$ cat src/rtl/bcd_scan_pkg.sv
// bcd_scan_pkg: scanner FSM states, segment width and seven-segment patterns {g,f,e,d,c,b,a}.
package bcd_scan_pkg;
  localparam int SEG_W = 7;
  typedef enum logic {ST_GAP, ST_SCAN} scan_state_e;
  localparam logic [SEG_W-1:0] SEG_0    = 7'h3F;
  localparam logic [SEG_W-1:0] SEG_1    = 7'h06;
  localparam logic [SEG_W-1:0] SEG_2    = 7'h5B;
  localparam logic [SEG_W-1:0] SEG_3    = 7'h4F;
  localparam logic [SEG_W-1:0] SEG_4    = 7'h66;
  localparam logic [SEG_W-1:0] SEG_5    = 7'h6D;
  localparam logic [SEG_W-1:0] SEG_6    = 7'h7D;
  localparam logic [SEG_W-1:0] SEG_7    = 7'h07;
  localparam logic [SEG_W-1:0] SEG_8    = 7'h7F;
  localparam logic [SEG_W-1:0] SEG_9    = 7'h6F;
  localparam logic [SEG_W-1:0] SEG_DASH = 7'h40;
  localparam logic [SEG_W-1:0] SEG_OFF  = 7'h00;
endpackage

$ cat src/rtl/bcd_seg_decoder.sv
// bcd_seg_decoder: combinational BCD nibble to seven-segment decode; non-decimal codes show a dash.
module bcd_seg_decoder
  import bcd_scan_pkg::*;
(
  input  logic [3:0]       bcd_i,
  output logic [SEG_W-1:0] seg_o
);
  always_comb begin
    case (bcd_i)
      4'd0:    seg_o = SEG_0;
      4'd1:    seg_o = SEG_1;
      4'd2:    seg_o = SEG_2;
      4'd3:    seg_o = SEG_3;
      4'd4:    seg_o = SEG_4;
      4'd5:    seg_o = SEG_5;
      4'd6:    seg_o = SEG_6;
      4'd7:    seg_o = SEG_7;
      4'd8:    seg_o = SEG_8;
      4'd9:    seg_o = SEG_9;
      default: seg_o = SEG_DASH;
    endcase
  end
endmodule

$ cat src/rtl/bcd_digit_scanner.sv
// bcd_digit_scanner: multiplexed BCD display scanner with blanking gaps and frame-aligned updates.
// Define BCD_SCAN_LEADING_ZERO_BLANK_EN to blank leading zero digits (digit 0 always shown).
module bcd_digit_scanner
  import bcd_scan_pkg::*;
#(
  parameter int BCD_DIGITS       = 3,
  parameter int CLOCKS_PER_DIGIT = 4,
  parameter int GAP_CLOCKS       = 1
) (
  input  logic                    clk,
  input  logic                    rst,
  input  logic [BCD_DIGITS*4-1:0] bcd,
  input  logic                    updated,
  output logic [BCD_DIGITS-1:0]   digit_sel,
  output logic [SEG_W-1:0]        seg,
  output logic                    frame_done
);
  localparam int CNT_MAX = CLOCKS_PER_DIGIT > GAP_CLOCKS ? CLOCKS_PER_DIGIT : GAP_CLOCKS;
  localparam int CNT_W = CNT_MAX > 1 ? $clog2(CNT_MAX) : 1;
  localparam int IDX_W = BCD_DIGITS > 1 ? $clog2(BCD_DIGITS) : 1;
  localparam logic [CNT_W-1:0] SCAN_LAST = CNT_W'(CLOCKS_PER_DIGIT - 1);
  localparam logic [CNT_W-1:0] GAP_LAST = CNT_W'(GAP_CLOCKS > 0 ? GAP_CLOCKS - 1 : 0);
  localparam logic [IDX_W-1:0] IDX_LAST = IDX_W'(BCD_DIGITS - 1);
  localparam scan_state_e ST_RST = GAP_CLOCKS > 0 ? ST_GAP : ST_SCAN;
  scan_state_e state_q, state_d;
  logic [IDX_W-1:0] idx_q, idx_d;
  logic [CNT_W-1:0] cnt_q, cnt_d;
  logic [BCD_DIGITS*4-1:0] disp_q, disp_d, pend_q, pend_d;
  logic pflag_q, pflag_d;
  logic [BCD_DIGITS-1:0] digit_sel_q;
  logic [SEG_W-1:0] seg_q, dec_seg;
  logic frame_done_q, scan_end, gap_end, wrap, blank;
  logic [3:0] nib;
`ifdef BCD_SCAN_LEADING_ZERO_BLANK_EN
  logic hz;
`endif
  // Outputs are registered from next-state values so they line up with the FSM state.
  always_comb begin
    scan_end = state_q == ST_SCAN && cnt_q == SCAN_LAST;
    gap_end = state_q == ST_GAP && cnt_q == GAP_LAST;
    wrap = scan_end && idx_q == IDX_LAST;
    state_d = scan_end ? (GAP_CLOCKS > 0 ? ST_GAP : ST_SCAN) : gap_end ? ST_SCAN : state_q;
    cnt_d = (scan_end || gap_end) ? '0 : cnt_q + 1'b1;
    idx_d = wrap ? '0 : scan_end ? idx_q + 1'b1 : idx_q;
    disp_d = wrap ? (updated ? bcd : pflag_q ? pend_q : disp_q) : disp_q;
    pend_d = updated && !wrap ? bcd : pend_q;
    pflag_d = wrap ? 1'b0 : updated | pflag_q;
    nib = '0;
    for (int i = 0; i < BCD_DIGITS; i++)
      if (idx_d == IDX_W'(i)) nib = disp_d[i*4 +: 4];
`ifdef BCD_SCAN_LEADING_ZERO_BLANK_EN
    hz = 1'b1;
    blank = 1'b0;
    for (int i = BCD_DIGITS - 1; i > 0; i--) begin
      hz = hz && disp_d[i*4 +: 4] == 4'd0;
      blank = blank | (hz && idx_d == IDX_W'(i));
    end
`else
    blank = 1'b0;
`endif
  end
  bcd_seg_decoder u_dec (
    .bcd_i(nib),
    .seg_o(dec_seg)
  );
  always_ff @(posedge clk or posedge rst) begin
    if (rst) begin
      state_q <= ST_RST;
      idx_q <= '0;
      cnt_q <= '0;
      disp_q <= '0;
      pend_q <= '0;
      pflag_q <= 1'b0;
      digit_sel_q <= '0;
      seg_q <= SEG_OFF;
      frame_done_q <= 1'b0;
    end else begin
      state_q <= state_d;
      idx_q <= idx_d;
      cnt_q <= cnt_d;
      disp_q <= disp_d;
      pend_q <= pend_d;
      pflag_q <= pflag_d;
      digit_sel_q <= state_d == ST_SCAN ? BCD_DIGITS'(1) << idx_d : '0;
      seg_q <= state_d == ST_SCAN && !blank ? dec_seg : SEG_OFF;
      frame_done_q <= wrap;
    end
  end
  assign digit_sel = digit_sel_q;
  assign seg = seg_q;
  assign frame_done = frame_done_q;
endmodule

$ cat config.mk
export PLATFORM = sky130hd
export DESIGN_NAME = bcd_digit_scanner
export DESIGN_NICKNAME = d
export VERILOG_FILES = /design/src/rtl/bcd_scan_pkg.sv /design/src/rtl/bcd_seg_decoder.sv /design/src/rtl/bcd_digit_scanner.sv
export SDC_FILE = /design/constraint.sdc
export NUM_CORES = 1
export LEC_CHECK = 0
export ABC_AREA = 1
export BUFFER_PORTS_ARGS = -buffer_cell sky130_fd_sc_hd__buf_2
export CORE_MARGIN = 10
export CORE_UTILIZATION = 45
export CTS_CLUSTER_DIAMETER = 100
export DETAILED_ROUTE_END_ITERATION = 12
export GPL_TIMING_DRIVEN = 1
export PLACE_DENSITY_LB_ADDON = 0.05
export RECOVER_POWER = 25
export SKIP_CTS_REPAIR_TIMING = 1
export SYNTH_ARGS = -nofsm -noshare
export SYNTH_HDL_FRONTEND = slang
export SYNTH_SLANG_ARGS = --single-unit
$ cat constraint.sdc
create_clock -name clk -period 2.5 [get_ports clk]
set_input_delay 0.625 -clock clk [delete_from_list [all_inputs] [get_ports clk]]
set_output_delay 0.625 -clock clk [all_outputs]
set_load 0.05 [all_outputs]
==> flow_metrics.py, run 1 <==
metrics = {
    "outcome": {
        "run_status": "finished clean",
    },
    "sta": {
        "rsz0062_at_grt": "false",
        "finalCritPeriodShare": 0.896,
        "finClkSkew_ps": 12.8,
        "finalHoldViolations": 0,
        "slew_violations": 0,
        "tightest_slew_ps": 991,
        "fin_crit_ps": 2240,
        "setup_viol": 0,
        "tns_ps": 0,
        "relSlewSlack": 0.339,
        "max_freq_mhz": 447,
    },
    "die": {
        "io_pins": 26,
        "dieHeight_um": 88.8,
        "die_w_um": 88.8,
        "num_rows": 24,
        "initial_core_util": 0.476,
        "dieArea_um2": 7880,
        "core-area_um2": 4470,
    },
    "setup_path": {
        "cp-start-kind": "flop",
        "path_cells": "ha_1 -> nand3_4 -> nand3_2 -> nand2_1 -> inv_2 -> nand2_1 -> nand3_1 -> inv_1 -> ha_1 -> nand2_1 -> inv_1 -> nor2_1 -> nor2_1",
        "setup.worst_path.class": "reg -> reg",
        "r2r_cells": 13,
        "crit_fanout": 9,
        "cp-startpoint": "cnt_q[0]",
        "worst-path-buf-inv": 3,
        "critical_path.max_stage_delay_ps": 390,
        "cp_common_cell": "nand2_1",
        "cp_top_family": "simple AND/OR/NAND/NOR gates",
        "timing.rr.end": "seg[3]",
        "r2r_slack_ps": 260,
        "cpMaxStageDelayCell": "dfrtp_1",
        "arrival_ps": 2420,
        "r2r_start": "cnt_q[0]",
        "worstPathRequired_ps": 2680,
        "end_kind": "flop",
    },
    "synthesis": {
        "synth_top_cell_area_share": 0.482,
        "synth_top_family_by_area": "simple AND/OR/NAND/NOR gates",
        "synth_cell_type_count": 27,
        "synth_flop_cell": "dfrtp_1",
        "synth-compound-area-share": 0.0852,
        "synthSimpleGateAreaFrac": 0.229,
        "async_flop_share": 1.00,
        "synth_warnings": 0,
        "yosys-mux-area-fraction": 0.0752,
        "synth_area_um2": 2130,
        "synth.most_common_cell": "nand2_1",
        "synth_fa_ha_area_frac": 0.0470,
        "syn_inst": 243,
        "synth_area_leaders": "dfrtp_1 (48%), nand2_1 (9.0%), inv_1 (6.0%)",
        "synthXorXnorAreaFrac": 0,
        "synthTopCellsByCount": "nand2_1 (51), dfrtp_1 (41), inv_1 (34)",
        "synth.avg_cell_area_um2": 8.76,
        "syn_nets": 266,
        "synth_edf_count": 0,
        "synth.largest_area_cell": "dfrtp_1",
        "ys_seq_area_frac": 0.482,
        "synth-seq-cells": 41,
    },
    "detailed_routing": {
        "drt-total-wl_um": 4130,
        "ant_nets": 0,
        "drt-initial-drc-count": 29,
        "firstDrtPassIters": 4,
        "drc": 0,
        "viasPerCell": 4.94,
        "wl_per_cell_um": 12.6,
        "num_vias": 1616,
    },
    "clock_network": {
        "clkLatencyLatePin_ps": 300,
        "cts_buffers": 5,
        "root_buffer": "clkbuf_8",
        "path_clk_slew_ps": 80,
        "clockBufferDepth": 2,
        "htreeDepth": 2,
        "cts.sinks": 41,
        "cts_tree": "yes",
    },
    "worst_hold_path": {
        "holdPathStages": 2,
        "hold_start": "pend_q[0]",
        "whs_endpoint": "pend_q[0]",
        "worst_hold_path_type": "reg -> reg",
    },
    "finish": {
        "antenna_cells": 0,
        "drive_gt1_frac": 0.222,
        "area_delta_synth_final_pct": 14.1,
        "fin_nets": 298,
    },
    "power_and_ir_drop": {
        "power_density_nw_per_um2": 595,
        "p_total_mw": 1.44,
        "p_leak_nw": 1.34,
        "peakVddDrop_uv": 351,
    },
    "global_route": {
        "grt_pass1_wl_um": 7280,
        "track_usage": 0.115,
        "overflow": 0,
        "grt_max_degree": 42,
        "antenna_found_initial": 0,
        "grt_pass1_vias": 1665,
    },
    "run": {
        "cap_violations": 0,
    },
    "placement": {
        "portBuffers": 25,
        "finalWeightedCongestion": 0.779,
        "dp_hpwl_um": 3070,
    },
}
## placed cells by master, fill, tap and decap left out, types with 2 or more instances in the layout
cell type   n
a21oi_1     9
buf_2      25
buf_4       6
clkbuf_8    6
dfrtp_1    41
ha_1        8
inv_1      34
inv_2       2
mux2_2      8
mux2i_1     7
nand2_1    51
nand2_2     3
nand3_1     8
nand3_2     3
nand4_1     9
nor2_1     25
nor3_1      2
o21a_1      7
o21ai_0     8
o21ai_2     2
o21bai_1    2
## tightest hold or removal path, stage by stage (launching register included)
cell     delay [ps]
dfrtp_1         340
nand2_1          50
o21ai_0          60
## state kept, by name (all words and copies together), names as in the netlist, 2 cells and up
| register | count |
|---|---|
| digit_sel | 3 |
| idx_q | 2 |
| disp_q | 12 |
| pend_q | 12 |
| seg | 7 |
| cnt_q | 2 |
## stage by stage
stage,cells,hold WS (ps),utilization,area (um^2),setup slack (ps)
floorplan,243,442,-,2130,435
global placement,320,463,0.521,2330,227
detailed placement,320,478,0.521,2330,177
CTS,327,464,0.541,2420,211
global route,327,529,0.543,2430,44.2
finish,327,488,0.543,2430,261
## worst max path at each step
stage                   to  slack [ps]  cells after the start
floorplan           seg[3]         430                     13
global placement    seg[3]         230                     13
detailed placement  seg[3]         180                     13
CTS                 seg[3]         210                     13
global route        seg[3]          40                     14
finish              seg[3]         260                     13
## cell type report
type	instances	area, um^2
fill	420	2050
timing repair buffer	32	175
sequential	41	1030
tap	52	65.1
clock buffer	6	82.6
inverter	36	135
clock inverter	1	7.51
multi-input combinational	159	936
## power by group
part	internal (mW)	total (mW)	switching, mW
logic	0.0858	0.257	0.171
clock network	0.218	0.445	0.227
registers	0.716	0.742	0.0262
## cell families (layout without fill, tap and decap cells)
logic type      Yosys count  in the layout
simple gates            106            106
buf+inv                  43             75
flops                    41             41
compound gates           30             30
mux                      15             15
fa+ha+maj                 8              8
## routing by layer
metal	wire (um)	GRT usage	vias to the layer above
met4	65	0.0485	0
met5	0	0	-
li1	-	-	835
met1	2040	0.147	750
met2	1830	0.182	24
met3	197	0.0285	7
No activity file was read; power rests on OpenSTA's default activity.
==> inputs of run 2 (changes only) <==
- CORE_MARGIN: 10 -> not set
==> run 2 against run 1 <==
The run now ends with design-rule violations left. Via count fell by 3.3%. Setup slack improved by 33 ps. Largest cell class unchanged. Sequential cell count did not move. Largest power group unchanged.
==> flow_metrics.py, run 2 (synthesis gave the netlist of run 1 again) <==
metrics = {
    "setup_path": {
        "cp-start-kind": "flop",
        "cp_top_family": "simple AND/OR/NAND/NOR gates",
        "crit_fanout": 8,
        "end_kind": "flop",
        "critical_path.max_stage_delay_ps": 380,
        "arrival_ps": 2390,
        "setup.worst_path.class": "reg -> reg",
        "cp_common_cell": "nand2_1",
        "worstPathRequired_ps": 2680,
        "path_cells": "ha_1 -> nand3_2 -> nand3_2 -> nand2_1 -> inv_2 -> nand2_1 -> nand3_1 -> inv_1 -> ha_1 -> nand2_1 -> inv_1 -> nor2_1 -> nor2_1",
        "worst-path-buf-inv": 3,
        "cpMaxStageDelayCell": "dfrtp_1",
    },
    "global_route": {
        "grt_pass1_wl_um": 6760,
        "antenna_found_initial": 0,
        "grt_pass1_vias": 1486,
        "grt_max_degree": 42,
        "track_usage": 0.172,
        "overflow": 0,
    },
    "die": {
        "dieArea_um2": 5010,
        "core-area_um2": 4440,
        "io_pins": 26,
        "initial_core_util": 0.479,
        "dieHeight_um": 70.8,
        "die_w_um": 70.8,
        "num_rows": 24,
    },
    "clock_network": {
        "root_buffer": "clkbuf_8",
        "cts.sinks": 41,
        "htreeDepth": 2,
        "path_clk_slew_ps": 80,
        "clockBufferDepth": 2,
        "clkLatencyLatePin_ps": 290,
        "cts_buffers": 5,
        "cts_tree": "yes",
    },
    "run": {
        "cap_violations": 0,
    },
    "sta": {
        "rsz0062_at_grt": "false",
        "finClkSkew_ps": 5.10,
        "setup_viol": 0,
        "slew_violations": 0,
        "finalHoldViolations": 0,
        "relSlewSlack": 0.339,
        "fin_crit_ps": 2210,
        "tns_ps": 0,
        "max_freq_mhz": 453,
        "tightest_slew_ps": 992,
        "finalCritPeriodShare": 0.882,
    },
    "detailed_routing": {
        "ant_nets": 0,
        "drt-initial-drc-count": 68,
        "wl_per_cell_um": 11.5,
        "firstDrtPassIters": 8,
        "drc": 4,
        "drt-total-wl_um": 3760,
        "num_vias": 1562,
        "viasPerCell": 4.76,
    },
    "finish": {
        "fillers": 441,
        "multiInputGateArea_um2": 928,
        "area_delta_synth_final_pct": 13.3,
        "fin_util": 0.543,
        "layout_common_cells": "nand2_1 (51), dfrtp_1 (41), inv_1 (34)",
        "fin_nets": 298,
        "antenna_cells": 0,
        "drive_gt1_frac": 0.221,
        "layout_commonest_cell": "nand2_1",
        "seq_area_um2": 1030,
    },
    "power_and_ir_drop": {
        "p_leak_nw": 1.34,
        "peakVddDrop_uv": 282,
        "p_total_mw": 1.42,
        "power_density_nw_per_um2": 587,
    },
    "placement": {
        "finalWeightedCongestion": 0.751,
        "portBuffers": 25,
        "dp_hpwl_um": 2780,
    },
    "outcome": {
        "run_status": "complete, but fails checks",
        "violations": "design-rule violations",
    },
    "worst_hold_path": {
        "worst_hold_path_type": "reg -> reg",
    },
}
run 2: changes by cell type in the layout (fill, tap and decap cells not counted):
| cell | before | now |
|---|---|---|
| clkinv_2 | 0 | 2 |
| clkbuf_1 | 0 | 1 |
| clkbuf_8 | 6 | 5 |
| clkinvlp_4 | 1 | 0 |
| nand3_2 | 3 | 4 |
| nand3_4 | 1 | 0 |
run 2: per-layer routing:
layer,vias up,part of all wire,track usage
met5,-,0,0
met4,0,0.0040,0.0400
met3,2,0.026,0.0484
met2,16,0.45,0.285
met1,707,0.52,0.224
li1,837,-,-
run 2: path summary, 6_finish.rpt:
kind,slack [ps],end,depth (start not counted),from
worst max-delay path,290,seg[3],13,cnt_q[0]
worst min-delay path,490,pend_q[0],2,pend_q[0]
worst max register to register,290,seg[3],13,cnt_q[0]
worst min register to register,490,pend_q[0],2,pend_q[0]
max in group asynchronous,1260,disp_q[4],3,rst
min in group asynchronous,630,idx_q[1],3,rst
run 2: layout make-up:
type,count,share of cell area
flip-flops and latches,41,0.425
well taps,52,0.0270
inverters,36,0.0560
multi-input cells,159,0.385
repair buffers,32,0.0726
clock inverters,2,0.00415
clock buffers,6,0.0301
run 2: worst min-delay path, cell delays in order (launching register included):
cell	delay (ps)
dfrtp_1	340
nand2_1	50
o21ai_0	60
run 2: through the flow:
step                std cells  hold WS (ps)  cell area, um^2  setup WS [ps]
finish                    328           488             2410            294
global route              328           517             2410           20.3
CTS                       328           466             2410            289
detailed placement        320           469             2330            201
global placement          320           462             2330            237
floorplan                 243           442             2130            435
run 2: power by group:
part           switching (mW)  internal [mW]  leakage (nW)  total (mW)
combinational           0.170         0.0866         0.816       0.256
clock                   0.223          0.194        0.0450       0.416
sequential             0.0267          0.716         0.482       0.743
total                   0.419          0.996          1.34        1.42
==> inputs of run 3 (changes only) <==
- CORE_UTILIZATION: 45 -> 38
==> run 3 against run 2 <==
The flow now finishes without violations. Critical path depth increased by 1. Sequential power about the same. Core utilization shrank 7.1 points. Maximum frequency is essentially flat. Register-to-register slack about the same. Critical path type unchanged. Largest power group unchanged.
==> flow_metrics.py, run 3 (synthesis gave the netlist of run 1 again) <==
metrics = {
    "finish": {
        "layout_commonest_cell": "nand2_1",
        "fin_nets": 300,
        "fin_cells": 348,
        "stdcell_area_um2": 2470,
        "area_delta_synth_final_pct": 16.0,
        "antenna_cells": 0,
        "drive_gt1_frac": 0.227,
        "layout_common_cells": "nand2_1 (51), dfrtp_1 (41), inv_1 (34)",
    },
    "power_and_ir_drop": {
        "p_leak_nw": 1.36,
        "power_switching_mw": 0.431,
        "p_seq_frac": 0.519,
        "clock_power_share": 0.300,
        "peakVddDrop_uv": 359,
        "switching_share": 0.302,
        "p_int_mw": 0.996,
        "comb_power_share": 0.181,
        "power_density_nw_per_um2": 578,
        "p_total_mw": 1.43,
    },
    "global_route": {
        "track_usage": 0.162,
        "antenna_found_initial": 0,
        "grt_max_degree": 42,
        "overflow": 0,
        "grt_pass1_vias": 1682,
        "grt_pass1_wl_um": 7560,
    },
    "detailed_routing": {
        "firstDrtPassIters": 4,
        "wl_met2_um": 1930,
        "wl_per_cell_um": 12.1,
        "drc": 0,
        "drt-total-wl_um": 4190,
        "ant_nets": 0,
        "viasPerCell": 4.67,
        "wl_met1_um": 2100,
        "drt-initial-drc-count": 63,
        "num_vias": 1624,
        "top_layer_used": "met4",
        "wl_met3_um": 114,
    },
    "sta": {
        "setup_viol": 0,
        "tightest_slew_ps": 1050,
        "fin_crit_ps": 2200,
        "max_freq_mhz": 454,
        "tns_ps": 0,
        "slew_violations": 0,
        "finalCritPeriodShare": 0.882,
        "finClkSkew_ps": 3.48,
        "setup_ws_ps": 296,
        "finalHoldViolations": 0,
        "relSlewSlack": 0.298,
        "rsz0062_at_grt": "false",
    },
    "clock_network": {
        "root_buffer": "clkbuf_8",
        "cts.sinks": 41,
        "clockBufferDepth": 2,
        "path_clk_slew_ps": 80,
        "clkLatencyLatePin_ps": 290,
        "htreeDepth": 2,
        "cts_tree": "yes",
        "cts_buffers": 5,
    },
    "placement": {
        "portBuffers": 25,
        "place_area_um2": 2380,
        "finalWeightedCongestion": 0.753,
        "dpl_worst_slack_ps": 177,
        "dp_hpwl_um": 2970,
        "place_inst": 340,
    },
    "worst_hold_path": {
        "worst_hold_path_type": "reg -> reg",
    },
    "die": {
        "dieHeight_um": 76.8,
        "core-area_um2": 5240,
        "io_pins": 26,
        "initial_core_util": 0.406,
        "dieArea_um2": 5900,
        "num_rows": 26,
        "die_w_um": 76.8,
    },
    "setup_path": {
        "endpoint": "seg[3]",
        "worstPathRequired_ps": 2690,
        "r2r_slack_ps": 300,
        "end_kind": "flop",
        "r2r_cells": 14,
        "cp-start-kind": "flop",
        "timing.rr.end": "seg[3]",
        "crit_fanout": 6,
        "setup.worst_path.class": "reg -> reg",
        "cp-startpoint": "cnt_q[0]",
        "r2r_start": "cnt_q[0]",
        "arrival_ps": 2390,
    },
    "outcome": {
        "run_status": "finished clean",
    },
    "run": {
        "cap_violations": 0,
    },
}
run 3: area by class of cell:
| cell class | count | area [um^2] |
|---|---|---|
| clock buffer | 6 | 72.6 |
| clock inverter | 2 | 10.0 |
| fill | 540 | 2770 |
| inverter | 36 | 135 |
| multi-input combinational | 159 | 936 |
| sequential | 41 | 1030 |
| tap | 70 | 87.6 |
| timing repair buffer | 34 | 203 |
run 3: critical path: stages (launching register included):
cell	delay [ps]
dfrtp_1	380
ha_1	280
nand2_2	140
nand2_1	80
nand3_1	110
nand2_1	120
inv_2	110
nand2_1	70
nand3_1	160
inv_1	110
ha_1	290
nand2_1	70
inv_1	50
nor2_1	90
nor2_1	50
run 3: how the worst min path moves through the flow:
stage          slack (ps)  startpoint         to  cells past startpoint
6_report              490   pend_q[0]  pend_q[0]                      2
5_1_grt               520   pend_q[2]  pend_q[2]                      2
4_1_cts               470         rst    state_q                      3
3_5_place_dp          470   pend_q[0]  pend_q[0]                      2
3_3_place_gp          470   pend_q[0]  pend_q[0]                      2
2_1_floorplan         440   disp_q[3]  disp_q[3]                      2
run 3: per-stage QoR:
stage          utilization  hold slack [ps]
2_1_floorplan            -              442
3_3_place_gp         0.455              465
3_5_place_dp         0.455              470
4_1_cts              0.471              472
5_1_grt              0.472              517
6_report             0.472              487
run 3: power by group through the flow:
stage                     sequential (mW)  clock [mW]  combinational [mW]
after floorplan                     0.816           0               0.134
after global placement              0.755           0               0.261
after detailed placement            0.754           0               0.263
after global routing                0.748       0.473               0.292
final                               0.740       0.428               0.259
after CTS                           0.741       0.450               0.265
run 3: per-layer routing:
metal,vias to the layer above,global-route usage
li1,842,-
met1,754,0.204
met2,22,0.271
met3,6,0.0369
met4,0,0.0577
met5,-,0
